## src/rtl/design_mux_pkg.sv

```systemverilog
// design_mux_pkg: register offsets, FSM states and design indices shared by the reset sequencer
package design_mux_pkg;
  localparam logic [1:0] REG_CTRL = 2'd0;
  localparam logic [1:0] REG_SETTINGS = 2'd1;
  localparam logic [1:0] REG_STATUS = 2'd2;
  localparam logic [1:0] REG_HOLD = 2'd3;
  localparam logic [1:0] SCRAP = 2'd0;
  localparam logic [1:0] VLIW = 2'd1;
  localparam logic [1:0] Z80 = 2'd2;
  localparam logic [1:0] NONE = 2'd3;
  typedef enum logic [2:0] {ST_OFF, ST_DRAIN, ST_SWITCH, ST_RELEASE, ST_RUN} state_t;
  function automatic logic [2:0] rst_mask(input logic [1:0] sel);
    return {sel == Z80, sel == VLIW, sel == SCRAP};
  endfunction
endpackage

```

## src/rtl/design_reset_sequencer_if.sv

```systemverilog
// design_reset_sequencer_if: Wishbone classic slave bundle
interface design_reset_sequencer_if;
  logic cyc;
  logic stb;
  logic we;
  logic [31:0] adr;
  logic [31:0] dat_w;
  logic ack;
  logic [31:0] dat_r;
  modport master(output cyc, stb, we, adr, dat_w, input ack, dat_r);
  modport slave(input cyc, stb, we, adr, dat_w, output ack, dat_r);
endinterface

```

## src/rtl/design_reset_sequencer_wb_reg_slave.sv

```systemverilog
// wb_reg_slave: Wishbone decode, single-cycle ack, CTRL/SETTINGS/HOLD registers and readback
module wb_reg_slave
  import design_mux_pkg::*;
#(
  parameter logic [31:0] BASE_ADDR = 32'h3000_0000,
  parameter int HOLD_DEFAULT = 16
) (
  input logic clk,
  input logic rst_n,
  design_reset_sequencer_if.slave bus,
  input logic [15:0] status,
  output logic [2:0] ctrl,
  output logic [31:0] settings,
  output logic [7:0] hold
);
  logic hit;
  logic take;
  logic [1:0] idx;
  logic [31:0] rdata;
  logic unused_adr;
  // a hit is taken only when no ack is pending, so a held strobe sees ack every other cycle
  always_comb begin
    hit = bus.cyc & bus.stb & (bus.adr[31:4] == BASE_ADDR[31:4]);
    take = hit & ~bus.ack;
    idx = bus.adr[3:2];
    unused_adr = ^bus.adr[1:0];
    rdata = idx == REG_CTRL ? {29'd0, ctrl} :
            idx == REG_SETTINGS ? settings :
            idx == REG_STATUS ? {16'd0, status} : {24'd0, hold};
  end
  // registered ack/readback and register writes; HOLD of zero is stored as one
  always_ff @(posedge clk or negedge rst_n)
    if (!rst_n) begin
      bus.ack <= 1'b0;
      bus.dat_r <= '0;
      ctrl <= '0;
      settings <= '0;
      hold <= 8'(HOLD_DEFAULT);
    end else begin
      bus.ack <= take;
      bus.dat_r <= take ? rdata : '0;
      if (take && bus.we) begin
        if (idx == REG_CTRL) ctrl <= bus.dat_w[2:0];
        if (idx == REG_SETTINGS) settings <= bus.dat_w;
        if (idx == REG_HOLD) hold <= bus.dat_w[7:0] == 8'd0 ? 8'd1 : bus.dat_w[7:0];
      end
    end
endmodule

```

## src/rtl/design_reset_sequencer.sv

```systemverilog
// design_reset_sequencer: hands the pads between designs with drain/release reset holds
module design_reset_sequencer
  import design_mux_pkg::*;
#(
  parameter logic [31:0] BASE_ADDR = 32'h3000_0000,
  parameter int HOLD_DEFAULT = 16
) (
  input logic wb_clk_i,
  input logic rst_n,
  input logic wbs_cyc_i,
  input logic wbs_stb_i,
  input logic wbs_we_i,
  input logic [31:0] wbs_adr_i,
  input logic [31:0] wbs_dat_i,
  output logic wbs_ack_o,
  output logic [31:0] wbs_dat_o,
  output logic [2:0] design_rst_n,
  output logic [1:0] active_sel,
  output logic [31:0] custom_settings,
  output logic busy
);
  design_reset_sequencer_if wb();
  state_t state, state_n;
  logic [7:0] cnt, cnt_n, hold;
  logic [1:0] sel_n, want;
  logic [2:0] ctrl;
  assign wb.cyc = wbs_cyc_i;
  assign wb.stb = wbs_stb_i;
  assign wb.we = wbs_we_i;
  assign wb.adr = wbs_adr_i;
  assign wb.dat_w = wbs_dat_i;
  assign wbs_ack_o = wb.ack;
  assign wbs_dat_o = wb.dat_r;
  wb_reg_slave #(.BASE_ADDR(BASE_ADDR), .HOLD_DEFAULT(HOLD_DEFAULT)) u_regs (
    .clk(wb_clk_i),
    .rst_n(rst_n),
    .bus(wb),
    .status({cnt, 3'b000, active_sel, state}),
    .ctrl(ctrl),
    .settings(custom_settings),
    .hold(hold)
  );
  // requested design, with disable and req_sel==3 both meaning none
  assign want = ctrl[2] && ctrl[1:0] != NONE ? ctrl[1:0] : NONE;
  // next state, hold counter and selection; CTRL is only looked at in OFF, RUN and SWITCH
  always_comb begin
    state_n = state;
    cnt_n = cnt;
    sel_n = active_sel;
    case (state)
      ST_OFF: state_n = want != NONE ? ST_SWITCH : ST_OFF;
      ST_RUN: if (want != active_sel) begin
        state_n = ST_DRAIN;
        cnt_n = hold;
      end
      ST_DRAIN: begin
        cnt_n = cnt - 8'd1;
        state_n = cnt == 8'd1 ? ST_SWITCH : ST_DRAIN;
      end
      ST_SWITCH: begin
        sel_n = want;
        state_n = want == NONE ? ST_OFF : ST_RELEASE;
        cnt_n = want == NONE ? 8'd0 : hold;
      end
      ST_RELEASE: begin
        cnt_n = cnt - 8'd1;
        state_n = cnt == 8'd1 ? ST_RUN : ST_RELEASE;
      end
      default: state_n = ST_OFF;
    endcase
  end
  // sequencer state, counter and active selection
  always_ff @(posedge wb_clk_i or negedge rst_n)
    if (!rst_n) begin
      state <= ST_OFF;
      cnt <= '0;
      active_sel <= NONE;
    end else begin
      state <= state_n;
      cnt <= cnt_n;
      active_sel <= sel_n;
    end
  assign design_rst_n = state == ST_RUN ? rst_mask(active_sel) : 3'b000;
  assign busy = state != ST_RUN && state != ST_OFF;
endmodule

```

## config.mk

```make
export PLATFORM = sky130hd
export DESIGN_NAME = design_reset_sequencer
export DESIGN_NICKNAME = d
export VERILOG_FILES = /design/src/rtl/design_mux_pkg.sv /design/src/rtl/design_reset_sequencer_if.sv /design/src/rtl/design_reset_sequencer_wb_reg_slave.sv /design/src/rtl/design_reset_sequencer.sv
export SDC_FILE = /design/constraint.sdc
export NUM_CORES = 1
export LEC_CHECK = 0
export BUFFER_PORTS_ARGS = -buffer_cell sky130_fd_sc_hd__buf_2
export CORE_MARGIN = 3
export CORE_UTILIZATION = 46
export CTS_BUF_LIST = sky130_fd_sc_hd__clkbuf_4
export DETAILED_ROUTE_END_ITERATION = 8
export PLACE_DENSITY = 0.82
export SYNTH_ARGS = -nofsm -noshare
export SYNTH_HDL_FRONTEND = slang
export SYNTH_HIERARCHICAL = 1
export SYNTH_SLANG_ARGS = --single-unit
```

## constraint.sdc

```tcl
create_clock -name wb_clk_i -period 1.95 [get_ports wb_clk_i]
set_clock_uncertainty 0.05 [all_clocks]
set_input_delay 0.195 -clock wb_clk_i [delete_from_list [all_inputs] [get_ports wb_clk_i]]
set_output_delay 0.195 -clock wb_clk_i [all_outputs]
set_load 0.005 [all_outputs]
```

==> flow_summary.json, run 1 <==
{
  "outcome": "finished, violations left",
  "failed_checks": "setup timing",
  "synth-simple-area-share_pct": 14.2,
  "synth_compound_area_share_pct": 9.71,
  "rsz0062_at_grt": "true",
  "drive_gt1_share_pct": 48.6,
  "clock_sink_count": 89,
  "cts_made_buffers": 9,
  "ys_warn_count": 6,
  "synth_top_area_cell": "dfrtp_1",
  "cts.path.max_buffers": 2,
  "clk_latency_ns": 0.46,
  "cts.htree.levels": 3,
  "ant_nets": 0,
  "fillers": 574,
  "synth_top_area_share_pct": 53.7,
  "timing.slew.headroom_pct": 57.1,
  "setup_slack_ns": -0.198,
  "postSynthAreaPerCell_um2": 12.6,
  "synth_top_family_by_area": "multiplexers",
  "multiInputGateArea_um2": 1810,
  "finalSetupViolCount": 46,
  "antenna_found_initial": 0,
  "yosys_most_used_dff": "dfrtp_1",
  "grt_use_met3_pct": 4.91,
  "cpMostUsedCell": "buf_6",
  "ys_types": 54,
  "synthAdderAreaFrac_pct": 0.624,
  "viasPerCell": 5.58,
  "die_w_um": 99.3,
  "globalRouteOverflowTotal": 0,
  "synthesis.area_um2": 4010,
  "path_max_fanout": 8,
  "firstDrtPassIters": 5,
  "finalPower_mw": 3.16,
  "dieArea_um2": 9870,
  "rows": 33,
  "worst_slew_pin_slew_ns": 0.637,
  "grt_max_degree": 56,
  "detail_route.wl_per_cell_um": 20.8,
  "regArea_um2": 2230,
  "max_freq_mhz": 466,
  "muxShareOfSynthArea_pct": 15.8,
  "async_reset_ff_share_pct": 100,
  "final_cell_mix": "buf_2, dfrtp_1, dlygate4sd3_1, mux2_4, buf_4",
  "antenna_cells": 0,
  "final_max_slew_viol_count": 0,
  "placed_cells": 572,
  "io_buffers": 137,
  "ys_seq_area_share_pct": 55.7,
  "place.detailed.hpwl_um": 7930,
  "power_density_nw_per_um2": 550,
  "netlist_instances": 319,
  "clkTransAtPathRegs_ns": 0.16,
  "met1_usage_pct": 30.5,
  "cts_tree": "done",
  "crit_buf_inv": 3,
  "start_kind": "flop",
  "path_cells": "nor4_2, nand4_1, buf_6, buf_6, nor4_4, buf_6, mux2_2",
  "instances_no_fill": 632,
  "cp-end-kind": "flop",
  "fin_crit_ns": 2.15,
  "via_count": 3529,
  "final_common_cell": "buf_2",
  "drt_iter0_markers": 220,
  "dpl_worst_slack_ns": -0.132,
  "synthXorXnorAreaFrac_pct": 0.437,
  "grt_first_pass_wirelength_um": 18800,
  "gr-max-usage-layer": "met2",
  "gr-usage-met2_pct": 43.1,
  "place.gp.congestion": 0.824,
  "finalHoldViolCount": 0,
  "grt_pass1_vias": 3501,
  "whs_ns": 0.175,
  "path_class": "reg -> reg",
  "fin_nets": 593,
  "synth_area_leaders": "dfrtp_1, mux2_2, and2_1, a22oi_1, mux2i_1",
  "cap_violations": 0,
  "critPathMaxStageDelay_ns": 0.42,
  "worst_ep_required_time_ns": 2.24,
  "routed_wl_um": 13200,
  "cp_top_family": "simple AND/OR/NAND/NOR gates",
  "fin_tns_setup_ns": -5.54,
  "fp.dieH_um": 99.3,
  "core_area_um2": 8340,
  "irDropWorstVdd_uv": 312,
  "clockRootBuffer": "clkbuf_4",
  "post-route-drc-count": 0,
  "p_leak_nw": 2.95,
  "arrival_ns": 2.44,
  "hold_class": "in -> async",
  "yosys_register_bits": 89,
  "initial_core_util_pct": 48.0,
  "synth_edf_count": 0,
  "finalCritPeriodShare_pct": 110,
  "io-pin-count": 140,
  "syn_to_final_growth_pct": 43.3,
  "grt_usage_pct": 24.3,
  "slowest_stage": "dfrtp_1"
}
## what timing repair did
item	4_1_cts	5_1_grt
gates cloned	0	3
hold buffers	34	0
pin swaps	2	2
setup buffers	1	6
resized for setup	8	49
endpoints found under the hold margin	77	0
setup endpoints to repair	50	53
## sequential cells by signal, indices dropped and copies added (netlist names)
| register | flops |
|---|---|
| u_regs/ctrl | 3 |
| cnt | 8 |
| state | 3 |
| u_regs/settings | 32 |
| u_regs/bus.ack | 1 |
| active_sel | 2 |
| u_regs/bus.dat_r | 32 |
| u_regs/hold | 8 |
## where the power goes
part           switching [mW]  total, mW  internal (mW)
Sequential       0.0000000317       1.85           1.85
Clock                   0.679       1.08          0.399
Combinational           0.117      0.232          0.115
Total                   0.796       3.16           2.36
## metrics by stage
stage / cell area, um^2 / util (%)
2_1_floorplan: 4020 / -
3_3_place_gp: 4950 / 59.3
3_5_place_dp: 4950 / 59.3
4_1_cts: 5470 / 65.6
5_1_grt: 5740 / 68.9
6_report: 5740 / 68.9
## area by class of cell
class,instances,share of cell area [%]
Timing Repair Buffer,206,24.0
Tap cell,105,2.29
Clock inverter,7,1.37
Clock buffer,9,1.18
Multi-Input combinational cell,205,31.5
Sequential cell,89,38.9
Inverter,11,0.719
## cell usage after synthesis (5+ instances only)
master and instances:
a2111oi_0 5, a211oi_1 5, a21oi_1 7, a22oi_1 12
and2_1 17, buf_6 5, clkbuf_1 6, dfrtp_1 86
inv_1 11, mux2_1 6, mux2_2 37, mux2i_1 8
nand2_1 8, nor2_1 17, nor2b_1 12, nor3_1 5
nor4_1 8, o21ai_0 9
## metal layers
layer  vias to the layer above  wire [um]  part of all wire, %
li1                       1564          -                    -
met1                      1742       5010                   38
met2                       203       6840                   52
met3                        20       1060                  8.1
met4                         0        257                  2.0
met5                         -          0                    0
## worst paths after layout
kind	start	end	slack [ns]	cells past startpoint
setup / recovery	u_regs/bus.ack$_DFF_PN0_	u_regs/hold[2]$_DFFE_PN0P_	-0.20	7
hold / removal	rst_n	u_regs/bus.dat_r[27]$_DFF_PN0_	0.17	2
setup reg to reg	u_regs/bus.ack$_DFF_PN0_	u_regs/hold[2]$_DFFE_PN0P_	-0.20	7
hold reg to reg	u_regs/settings[18]$_DFFE_PN0P_	u_regs/bus.dat_r[18]$_DFF_PN0_	0.48	1
max in group asynchronous	rst_n	active_sel[1]$_DFFE_PN1P_	0.96	3
min in group wb_clk_i	wbs_adr_i[3]	u_regs/bus.dat_r[4]$_DFF_PN0_	0.23	3
## kinds of logic after synthesis
logic type | count (synthesis)
AO/OA/AOI/OAI | 56
XOR/XNOR | 2
AND/OR/NAND/NOR | 88
multiplexers | 54
adder cells (fa/ha/maj) | 2
flip-flops | 89
other | 1
buffers and inverters | 27
No activity file was read; power rests on OpenSTA's default activity.
==> run 2, diff against run 1 <==
- PLACE_DENSITY: 0.82 -> 0.77
==> flow_summary.json, run 2 (same netlist as run 1, synthesis figures left out) <==
{
  "start_kind": "flop",
  "cts.htree.levels": 3,
  "crit_buf_inv": 3,
  "worst_ep_required_time_ns": 2.22,
  "cts_made_buffers": 9,
  "setup_slack_ns": -0.00480,
  "grt_pass1_vias": 3425,
  "placed_cells": 570,
  "via_count": 3345,
  "fin_nets": 586,
  "irDropWorstVdd_uv": 257,
  "final_common_cell": "buf_2",
  "met2_length_um": 5450,
  "routed_wl_um": 10600,
  "cpMostUsedCell": "buf_6",
  "regToRegSetupSlack_ns": -0.005,
  "syn_to_final_growth_pct": 39.1,
  "io-pin-count": 140,
  "cts.path.max_buffers": 2,
  "cts_tree": "done",
  "failed_checks": "setup timing",
  "viasPerCell": 5.35,
  "switchingPower_uw": 768,
  "wl_met3_um": 699,
  "critPathMaxStageDelay_ns": 0.42,
  "cp_top_family": "simple AND/OR/NAND/NOR gates",
  "dpl_worst_slack_ns": -0.161,
  "fp.dieH_um": 99.3,
  "fin_crit_ns": 1.95,
  "grt_max_degree": 57,
  "drt_iter0_markers": 191,
  "clockRootBuffer": "clkbuf_4",
  "pwr-share-seq_pct": 58.5,
  "path_max_fanout": 8,
  "finalCritPeriodShare_pct": 100,
  "clkTransAtPathRegs_ns": 0.14,
  "final_cell_mix": "buf_2, dfrtp_1, dlygate4sd3_1, mux2_2, buf_4",
  "top_regs": "u_regs/bus.dat_r x32, u_regs/settings x32",
  "antenna_cells": 0,
  "initial_core_util_pct": 48.0,
  "dieArea_um2": 9870,
  "io_buffers": 137,
  "finalHoldViolCount": 0,
  "outcome": "finished, violations left",
  "swShare_pct": 24.3,
  "design_area_um2": 5570,
  "post-route-drc-count": 0,
  "clk_latency_ns": 0.43,
  "rsz0062_at_grt": "true",
  "m1WireLength_um": 4310,
  "path_class": "reg -> reg",
  "max_freq_mhz": 512,
  "die_w_um": 99.3,
  "clkPwrFrac_pct": 34.5,
  "clock_sink_count": 89,
  "ant_nets": 0,
  "p_comb_share_pct": 7.0,
  "place.detailed.hpwl_um": 7250,
  "path_cells": "nor4_2, nand4_1, buf_4, nor4_4, buf_6, buf_6, mux2_2",
  "cap_violations": 0,
  "arrival_ns": 2.22,
  "cp-end-kind": "flop",
  "intPower_mw": 2.39,
  "core_area_um2": 8340,
  "grt_first_pass_wirelength_um": 16600,
  "p_leak_nw": 2.89,
  "antenna_found_initial": 0,
  "detail_route.wl_per_cell_um": 17.0,
  "firstDrtPassIters": 5,
  "place.gp.congestion": 0.859,
  "final_max_slew_viol_count": 0,
  "rows": 33,
  "instances_no_fill": 625,
  "power_density_nw_per_um2": 566,
  "top_layer": "met4",
  "finalSetupViolCount": 1,
  "grt_usage_pct": 21.1,
  "slowest_stage": "dfrtp_1",
  "place_area_um2": 4930,
  "globalRouteOverflowTotal": 0,
  "drive_gt1_share_pct": 46.5,
  "hold_class": "in -> reg"
}
## run 2: repair_timing
item / in CTS / in global routing
cloned: 0 / 1
buffers inserted: 1 / 4
endpoints found under the hold margin: 70 / 0
endpoints found under the setup margin: 18 / 55
resized for setup: 6 / 21
pin swaps: 1 / 3
hold buffers: 33 / 0
## run 2: power by group through the flow
stage | Clock, mW | Combinational, mW | Sequential (mW)
floorplan | 0 | 0.0394 | 1.88
global placement | 0 | 0.159 | 1.88
detailed placement | 0 | 0.164 | 1.88
CTS | 1.12 | 0.217 | 1.85
global route | 1.19 | 0.241 | 1.85
finish | 1.09 | 0.219 | 1.85
## run 2: through the flow
step                      hold WS (ns)  TNS (ns)  power [mW]  util, %
after global placement           0.117     -1.32        2.04     59.1
after detailed placement         0.125     -2.79        2.04     59.1
after floorplan                 -0.151         0        1.92        -
final                            0.167  -0.00480        3.15     66.8
after CTS                        0.150         0        3.18     65.2
after global routing             0.173     -2.70        3.27     66.8
## run 2: metal layers
layer  global-route usage [%]  vias up
met1                     26.3     1633
met3                     3.30       17
met4                     8.61        0
li1                         -     1550
met5                        0        -
met2                     36.7      145
## run 2: cell type report
cell class,count,area (um^2)
timing repair buffer,199,1290
inverter,11,41.3
clock buffer,10,75.1
clock inverter,6,76.3
sequential,89,2230
tap,105,131
multi-input combinational,205,1730
fill,615,2770
## run 2: worst reg2reg max path, cell delays in order (launching register included)
cell	delay (ns)
dfrtp_1	0.42
nor4_2	0.13
nand4_1	0.14
buf_4	0.18
nor4_4	0.25
buf_6	0.17
buf_6	0.15
mux2_2	0.36
## run 2: path summary, 6_finish.rpt
check                      depth (start not counted)                       startpoint                              to
max                                                7         u_regs/bus.ack$_DFF_PN0_  u_regs/settings[7]$_DFFE_PN0P_
min                                                3                     wbs_adr_i[3]   u_regs/bus.dat_r[5]$_DFF_PN0_
max reg2reg                                        7         u_regs/bus.ack$_DFF_PN0_  u_regs/settings[7]$_DFFE_PN0P_
min reg2reg                                        1  u_regs/settings[21]$_DFFE_PN0P_  u_regs/bus.dat_r[21]$_DFF_PN0_
max in group asynchronous                          3                            rst_n              cnt[2]$_DFFE_PN0P_
min in group asynchronous                          2                            rst_n              cnt[5]$_DFFE_PN0P_
